## src/rtl/outpkt_v1.sv

```systemverilog
// Version-1 output packet framer: header, header checksum, zero-latency
// payload pass-through and payload checksum toward the output byte FIFO.
module outpkt_v1 #(
    parameter logic [7:0]  VERSION     = 8'd1,
    parameter int unsigned PKT_MAX_LEN = 65536
) (
    input  logic        CLK,
    input  logic        rst,
    input  logic        start_valid,
    output logic        start_ready,
    input  logic [7:0]  pkt_type,
    input  logic [15:0] pkt_id,
    input  logic [23:0] pkt_len,
    input  logic [7:0]  data_in,
    input  logic        data_empty,
    output logic        data_rd_en,
    output logic [7:0]  dout,
    output logic        dout_wr_en,
    input  logic        dout_full,
    output logic        err_pkt_type,
    output logic        err_pkt_len
);

    typedef enum logic [2:0] {IDLE, HDR, HCSUM, DATA, DCSUM} state_t;

    state_t      state, state_nxt;
    logic [3:0]  hdr_cnt;
    logic [1:0]  cs_cnt;
    logic [23:0] data_cnt;
    logic [7:0]  type_q;
    logic [15:0] id_q;
    logic [23:0] len_q;
    logic [31:0] word_q;
    logic [31:0] sum_q;

    logic        accept;
    logic        bad_type;
    logic        bad_len;
    logic [7:0]  hdr_byte;
    logic [31:0] sum_inv;
    logic [1:0]  lane;
    logic        sect_last;
    logic        word_end;
    logic [31:0] merged;

    assign accept   = start_valid & start_ready;
    assign bad_type = (pkt_type == 8'd0);
    assign bad_len  = (pkt_len == 24'd0) || (32'(pkt_len) > PKT_MAX_LEN);
    assign sum_inv  = ~sum_q;

    always_comb begin
        case (hdr_cnt)
            4'd0:    hdr_byte = VERSION;
            4'd1:    hdr_byte = type_q;
            4'd4:    hdr_byte = len_q[7:0];
            4'd5:    hdr_byte = len_q[15:8];
            4'd6:    hdr_byte = len_q[23:16];
            4'd8:    hdr_byte = id_q[7:0];
            4'd9:    hdr_byte = id_q[15:8];
            default: hdr_byte = 8'd0;
        endcase
    end

    // NOTE: every output of this block is defaulted first so no path can infer a latch.
    always_comb begin
        state_nxt   = state;
        start_ready = 1'b0;
        dout_wr_en  = 1'b0;
        data_rd_en  = 1'b0;
        dout        = 8'd0;
        lane        = 2'd0;
        sect_last   = 1'b0;
        case (state)
            IDLE: begin
                start_ready = 1'b1;
                if (accept && !bad_type && !bad_len) state_nxt = HDR;
            end
            HDR: begin
                dout_wr_en = ~dout_full;
                dout       = hdr_byte;
                lane       = hdr_cnt[1:0];
                sect_last  = (hdr_cnt == 4'd9);
                if (dout_wr_en && sect_last) state_nxt = HCSUM;
            end
            HCSUM: begin
                dout_wr_en = ~dout_full;
                dout       = sum_inv[{cs_cnt, 3'b000} +: 8];
                if (dout_wr_en && cs_cnt == 2'd3) state_nxt = DATA;
            end
            DATA: begin
                dout_wr_en = ~data_empty & ~dout_full;
                data_rd_en = ~data_empty & ~dout_full;
                dout       = data_in;
                lane       = data_cnt[1:0];
                sect_last  = (data_cnt == len_q - 24'd1);
                if (dout_wr_en && sect_last) state_nxt = DCSUM;
            end
            DCSUM: begin
                dout_wr_en = ~dout_full;
                dout       = sum_inv[{cs_cnt, 3'b000} +: 8];
                if (dout_wr_en && cs_cnt == 2'd3) state_nxt = IDLE;
            end
            default: state_nxt = IDLE;
        endcase
    end

    // Folding the final partial word into the sum on the last byte lets the
    // checksum byte follow in the very next cycle.
    assign merged   = word_q | (32'(dout) << {lane, 3'b000});
    assign word_end = (lane == 2'd3) || sect_last;

    // NOTE: sequential state uses non-blocking assignments only.
    always_ff @(posedge CLK) begin
        if (rst) begin
            state        <= IDLE;
            hdr_cnt      <= 4'd0;
            cs_cnt       <= 2'd0;
            data_cnt     <= 24'd0;
            type_q       <= 8'd0;
            id_q         <= 16'd0;
            len_q        <= 24'd0;
            word_q       <= 32'd0;
            sum_q        <= 32'd0;
            err_pkt_type <= 1'b0;
            err_pkt_len  <= 1'b0;
        end else begin
            state <= state_nxt;
            if (accept) begin
                type_q       <= pkt_type;
                id_q         <= pkt_id;
                len_q        <= pkt_len;
                hdr_cnt      <= 4'd0;
                cs_cnt       <= 2'd0;
                word_q       <= 32'd0;
                sum_q        <= 32'd0;
                err_pkt_type <= err_pkt_type | bad_type;
                err_pkt_len  <= err_pkt_len | bad_len;
            end
            if (dout_wr_en) begin
                case (state)
                    HDR, DATA: begin
                        if (state == HDR) hdr_cnt  <= hdr_cnt + 4'd1;
                        else              data_cnt <= data_cnt + 24'd1;
                        if (word_end) begin
                            sum_q  <= sum_q + merged;
                            word_q <= 32'd0;
                        end else begin
                            word_q <= merged;
                        end
                    end
                    HCSUM: begin
                        cs_cnt <= cs_cnt + 2'd1;
                        if (cs_cnt == 2'd3) begin
                            sum_q    <= 32'd0;
                            word_q   <= 32'd0;
                            data_cnt <= 24'd0;
                        end
                    end
                    DCSUM:   cs_cnt <= cs_cnt + 2'd1;
                    default: ;
                endcase
            end
        end
    end

endmodule
```

## config.mk

```make
export PLATFORM = sky130hd
export DESIGN_NAME = outpkt_v1
export DESIGN_NICKNAME = d
export VERILOG_FILES = /design/src/rtl/outpkt_v1.sv
export SDC_FILE = /design/constraint.sdc
export NUM_CORES = 1
export LEC_CHECK = 0
export CELL_PAD_IN_SITES_DETAIL_PLACEMENT = 0
export CELL_PAD_IN_SITES_GLOBAL_PLACEMENT = 1
export CORE_ASPECT_RATIO = 1.25
export CORE_MARGIN = 2
export CORE_UTILIZATION = 45
export DETAILED_ROUTE_END_ITERATION = 10
export HOLD_SLACK_MARGIN = 0.03
export PLACE_DENSITY_LB_ADDON = 0.1
export SLEW_MARGIN = 30
export SYNTH_ARGS = -nofsm -noshare
export SYNTH_HDL_FRONTEND = slang
export SYNTH_SLANG_ARGS = --single-unit
```

## constraint.sdc

```tcl
create_clock -name CLK -period 6.6 [get_ports CLK]
set_input_delay 0.99 -clock CLK [delete_from_list [all_inputs] [get_ports CLK]]
set_output_delay 0.99 -clock CLK [all_outputs]
set_load 0.01 [all_outputs]
```

==> impl_metrics.yaml, run 1 <==
clock_tree:
  ctsHoldBuffers: 0
  ctsResizeCount: 0
  cts_max_path_buffers: 2
  clk_pin_slew_ps: 70
  cts_root_buffer: "clkbuf_16"
  cts.sinks: 147
  postCtsSetupRepairBufs: 0
  clk_latency_ps: 440
  htree_levels: 4
  numCtsBuffers: 17
  tritoncts: "yes"
timing:
  hold_violations: 0
  worstMarginPinSlew_ps: 970.2
  setup_viol: 0
  fin_skew_ps: 18.18
  setup_tns_ps: 0
  timing.slew.headroom: 0.3482
  finalCritPeriodShare: 0.8384
  max_freq_mhz: 180.7
  layout_min_cycle_time_ps: 5533
  setup_slack_ps: 1067
  rsz0062_at_grt: "false"
  holdWs_ps: 449.9
  drv_slew: 0
pwr:
  ir_drop_mv: 0.1754
  leakage_nw: 4.275
  power.density_nw_per_um2: 191.1
die:
  die_x_um: 133.5
  initial_core_util: 0.4563
  die_h_um: 165.9
  row_count: 59
  coreArea_um2: 20670
  dieArea_um2: 22140
  ios: 74
yosys:
  syn_nets: 1285
  netlist-cell-type-count: 81
  synthCells: 1184
  yosysSeqAreaShare: 0.3120
  ys.warnings.count: 0
  synth_edf_count: 0
  syn_area_per_cell_um2: 7.966
  async_flop_share: 0
  synth_seq_cells: 147
  synthesis.area_um2: 9432
  synthFlopType: "dfxtp_1"
route:
  routed_wl_um: 30570
  route.vias.total: 8911
  via_per_inst: 5.921
  first_pass_iters: 5
  wire_per_inst_um: 20.31
  postRouteAntennaNets: 0
  drt_first_iter_violations: 642
  drc: 0
status:
  outcome: "finished, final reports clean"
critical_path:
  crit_arrival_ps: 5890
  end_kind: "flop"
  cp_slowest_cell: "dfxtp_1"
  cp.required_ps: 6960
  crit_chain: "clkinv_1 -> and3_1 -> a222oi_1 -> o21ai_0 -> a221o_1 -> a21oi_1 -> inv_1 -> ha_1 -> a211oi_1 -> nand2_1 -> a2111oi_0 -> a211oi_1 -> o41ai_1 -> o21ai_0 -> xnor2_1 -> a22oi_1 -> a221oi_2"
  cp_num_buf_inv: 2
  worstSetupStartpointType: "flop"
  critPathMaxFanout: 14
  critPathKind: "reg2reg"
  ff2ff_path_depth: 17
  crit_cells: 17
  path_delay_family: "compound AO/OA/AOI/OAI gates"
  critical-path-max-stage-delay_ps: 620
layout:
  final_area_um2: 10880
  syn_to_final_growth_pct: 15.35
  drive_above_1_share: 0.07636
  fillCellCount: 2061
  multi_input_area_um2: 6016
  final_cell_mix: "nand2_1, dfxtp_1, a21oi_1"
  fin_nets: 1319
  register_area_um2: 2943
  final_common_cell: "nand2_1"
  n_antenna_cell: 0
place:
  post-dp-hpwl_um: 22910
  gp_congestion: 0.9155
  placed_cell_area_um2: 10300
  port_buffers: 73
  dpl_worst_slack_ps: 1127
grt:
  gr-total-overflow: 0
  antenna_found_initial: 0
  grt_pass1_wl_um: 47240
  first_global_vias: 8487
  grtUsageTotal: 0.2743
  grt_max_degree: 74
min_path:
  whs_path_depth: 2
  worstHoldPathType: "reg2reg"
flow_run:
  cap_violations: 0
cell usage after synthesis, types with 17 or more instances:
master	n	area, µm²
a21oi_1	124	620.6
a221oi_2	19	285.3
a22oi_1	22	165.2
and3_1	18	112.6
clkbuf_1	54	202.7
dfxtp_1	147	2943
ha_1	39	488.0
inv_1	47	176.4
nand2_1	186	698.2
nand3_1	24	120.1
nor2_1	89	334.1
nor3_1	20	100.1
nor4_1	17	106.4
o21ai_0	37	185.2
xnor2_1	46	402.9
xor2_1	33	289.0
worst paths after layout:
kind,startpoint,endpoint,slack (ps)
worst max-delay path,hdr_cnt[2]$_SDFF_PP0_,sum_q[27]$_SDFF_PP0_,1070
worst min register to register,word_q[18]$_SDFF_PP0_,word_q[18]$_SDFF_PP0_,450
worst max register to register,hdr_cnt[2]$_SDFF_PP0_,sum_q[27]$_SDFF_PP0_,1070
worst min-delay path,word_q[18]$_SDFF_PP0_,word_q[18]$_SDFF_PP0_,450
routing by layer:
layer	vias up	GRT usage	wire (µm)
li1	4367	-	-
met5	-	0	0
met3	67	0.04151	956
met1	4268	0.3161	12590
met4	0	0.1383	1489
met2	209	0.4897	15540
power by group:
group	internal, mW	switching [mW]
Sequential	0.904	0.0279
Clock	0.506	0.461
Combinational	0.0818	0.0988
Total	1.49	0.587
through the flow:
step | total power [mW] | instances | utilization
2_1_floorplan | 1.050 | 1184 | -
3_3_place_gp | 1.131 | 1473 | 0.4981
3_5_place_dp | 1.131 | 1473 | 0.4981
4_1_cts | 2.098 | 1505 | 0.5263
5_1_grt | 2.153 | 1505 | 0.5263
6_report | 2.079 | 1505 | 0.5263
kinds of logic after synthesis:
| family | after synthesis | share of synthesized area |
|---|---|---|
| and+or+nand+nor | 436 | 0.2209 |
| AOI/OAI and AO/OA | 342 | 0.2542 |
| DFF | 147 | 0.3120 |
| buffers and inverters | 118 | 0.05134 |
| xor gates and xnor gates | 79 | 0.07336 |
| adders and majority gates | 40 | 0.05386 |
| muxes | 22 | 0.03436 |
sequential cells by signal, summed over array words and instances (netlist names):
name	count
cs_cnt	2
data_cnt	24
err_pkt_len	1
err_pkt_type	1
hdr_cnt	4
id_q	16
len_q	24
state	3
sum_q	32
type_q	8
word_q	32
worst reg2reg max path, stage by stage, from the launching register on:
cell	delay (ps)
dfxtp_1	620
clkinv_1	370
and3_1	380
a222oi_1	360
o21ai_0	210
a221o_1	490
a21oi_1	230
inv_1	70
ha_1	240
a211oi_1	280
nand2_1	90
a2111oi_0	510
a211oi_1	220
o41ai_1	590
o21ai_0	250
xnor2_1	190
a22oi_1	100
a221oi_2	270
layout make-up:
class                   instances  share of cell area
clock inverters                15             0.01449
clock buffers                  17             0.03910
inverters                      49             0.01691
multi-input cells             919              0.5530
flip-flops and latches        147              0.2705
well taps                     274             0.03151
repair buffers                 84             0.07453
(Power assumes the default switching activity.)
==> run 2, diff against run 1 <==
==> constraint.sdc (replaced) <==
create_clock -name CLK -period 5.3 [get_ports CLK]
set_input_delay 0.795 -clock CLK [delete_from_list [all_inputs] [get_ports CLK]]
set_output_delay 0.795 -clock CLK [all_outputs]
set_load 0.01 [all_outputs]
==> run 2 against run 1 <==
Hold slack worse by 2.0 ps. Flip-flop and latch count unchanged. First-iteration DRC count up 0.47%. Count of clock-buffer cells in the layout up 1. Final area up 1.4%. Largest power group unchanged. Critical path depth up 3. Sequential power up 24%. Global-route usage up 0.55 points. Highest routed layer unchanged.
==> impl_metrics.yaml, run 2 (synthesis gave the netlist of run 1 again) <==
layout:
  utilization: 0.5337
  reg_top3: "sum_q: 32 flops, word_q: 32 flops"
  multi_input_area_um2: 6023
  n_antenna_cell: 0
  syn_to_final_growth_pct: 16.97
  final_area_um2: 11030
  register_area_um2: 2944
  fin_nets: 1333
  drive_above_1_share: 0.08835
  fillCellCount: 2011
  final_common_cell: "nand2_1"
  final_cell_mix: "nand2_1, dfxtp_1, a21oi_1"
clock_tree:
  ctsHoldBuffers: 0
  cts_max_path_buffers: 2
  htree_levels: 4
  clk_latency_ps: 440
  clk_pin_slew_ps: 70
  tritoncts: "yes"
  cts.sinks: 147
  cts_root_buffer: "clkbuf_16"
  numCtsBuffers: 17
place:
  post-dp-hpwl_um: 23230
  port_buffers: 73
  placed_cell_area_um2: 10390
  gp_congestion: 0.9036
pwr:
  ir_drop_mv: 0.2273
  power.density_nw_per_um2: 243.9
  leakage_nw: 4.366
grt:
  gr-total-overflow: 0
  grt_max_degree: 57
  use_met1: 0.3254
  met2_usage: 0.4919
  antenna_found_initial: 0
  first_global_vias: 8589
  grt_util_met3: 0.04212
  grt.busiest_layer: "met2"
  grt_pass1_wl_um: 48020
  grtUsageTotal: 0.2798
min_path:
  whs_path_depth: 2
  worstHoldPathType: "reg2reg"
  hp-start: "word_q[18]$_SDFF_PP0_"
timing:
  setup_tns_ps: 0
  max_freq_mhz: 201.1
  worstMarginPinSlew_ps: 928.5
  setup_viol: 0
  drv_slew: 0
  finalCritPeriodShare: 0.9381
  hold_violations: 0
  rsz0062_at_grt: "false"
  fin_skew_ps: 13.16
  layout_min_cycle_time_ps: 4972
  timing.slew.headroom: 0.3762
critical_path:
  critical-path-max-stage-delay_ps: 430
  cp_slowest_cell: "dfxtp_1"
  end_kind: "flop"
  crit_arrival_ps: 5330
  ff2ff_path_depth: 20
  cp.required_ps: 5660
  critPathKind: "reg2reg"
  r2r-start: "hdr_cnt[1]$_SDFF_PP0_"
  setup.worst_path.start: "hdr_cnt[1]$_SDFF_PP0_"
  reg2reg_slack_ps: 330
  critPathMaxFanout: 14
  crit_chain: "inv_1 -> ha_2 -> and3_1 -> a222oi_1 -> o21ai_1 -> a221o_1 -> buf_4 -> a21oi_1 -> inv_1 -> ha_1 -> a21o_1 -> a31o_2 -> o211ai_1 -> a211oi_1 -> o41ai_1 -> buf_4 -> o21ai_0 -> xnor2_1 -> a22oi_1 -> a221oi_2"
  worstSetupStartpointType: "flop"
die:
  die_h_um: 165.9
  dieArea_um2: 22140
  coreArea_um2: 20670
  row_count: 59
  ios: 74
  initial_core_util: 0.4563
  die_x_um: 133.5
status:
  outcome: "finished, final reports clean"
route:
  route.vias.total: 9014
  first_pass_iters: 6
  via_per_inst: 5.934
  drt_first_iter_violations: 645
  routed_wl_um: 31200
  wire_per_inst_um: 20.54
  postRouteAntennaNets: 0
  drc: 0
flow_run:
  cap_violations: 0
-- run 2: worst paths after layout --
check                          end
max           sum_q[27]$_SDFF_PP0_
max reg2reg   sum_q[27]$_SDFF_PP0_
min          word_q[18]$_SDFF_PP0_
min reg2reg  word_q[18]$_SDFF_PP0_
-- run 2: repair_timing --
action	in CTS	in global routing
setup endpoints to repair	0	11
buffers inserted	0	1
hold endpoints to repair	0	0
gates resized for setup	0	5
-- run 2: stage by stage --
stage	cells	power, mW	hold slack (ps)	worst slack [ps]
5_1_grt	1519	2.778	471.3	27.96
4_1_cts	1518	2.707	451.6	72.24
3_3_place_gp	1486	1.411	436.2	217.5
2_1_floorplan	1184	1.308	425.8	385.6
6_report	1519	2.691	447.9	328.2
3_5_place_dp	1486	1.412	442.5	120.9
-- run 2: critical path: cells and delay by family (launching register included) --
family / cells / cell delay (ps)
xor+xnor: 1 / 180
buf+inv: 4 / 570
simple gates: 1 / 270
compound gates: 12 / 2820
flops: 1 / 430
fa+ha+maj: 2 / 620
-- run 2: per-layer routing --
metal,wire (µm),vias up,share of wire
met2,15640,265,0.50
met5,0,-,0
met4,1617,0,0.052
met3,1335,71,0.043
li1,-,4395,-
met1,12610,4283,0.40
-- run 2: power by group --
group | switching (mW) | leakage [nW] | internal, mW
registers | 0.0330 | 1.19 | 1.13
logic | 0.126 | 2.86 | 0.104
clock network | 0.568 | 0.310 | 0.735
total | 0.726 | 4.37 | 1.96
-- run 2: final cells by class --
cell class | count | area share
Clock buffer | 18 | 0.03981
Inverter | 49 | 0.01667
Tap cell | 274 | 0.03108
Sequential cell | 147 | 0.2669
Timing Repair Buffer | 98 | 0.08302
Clock inverter | 14 | 0.01656
Multi-Input combinational cell | 919 | 0.5460
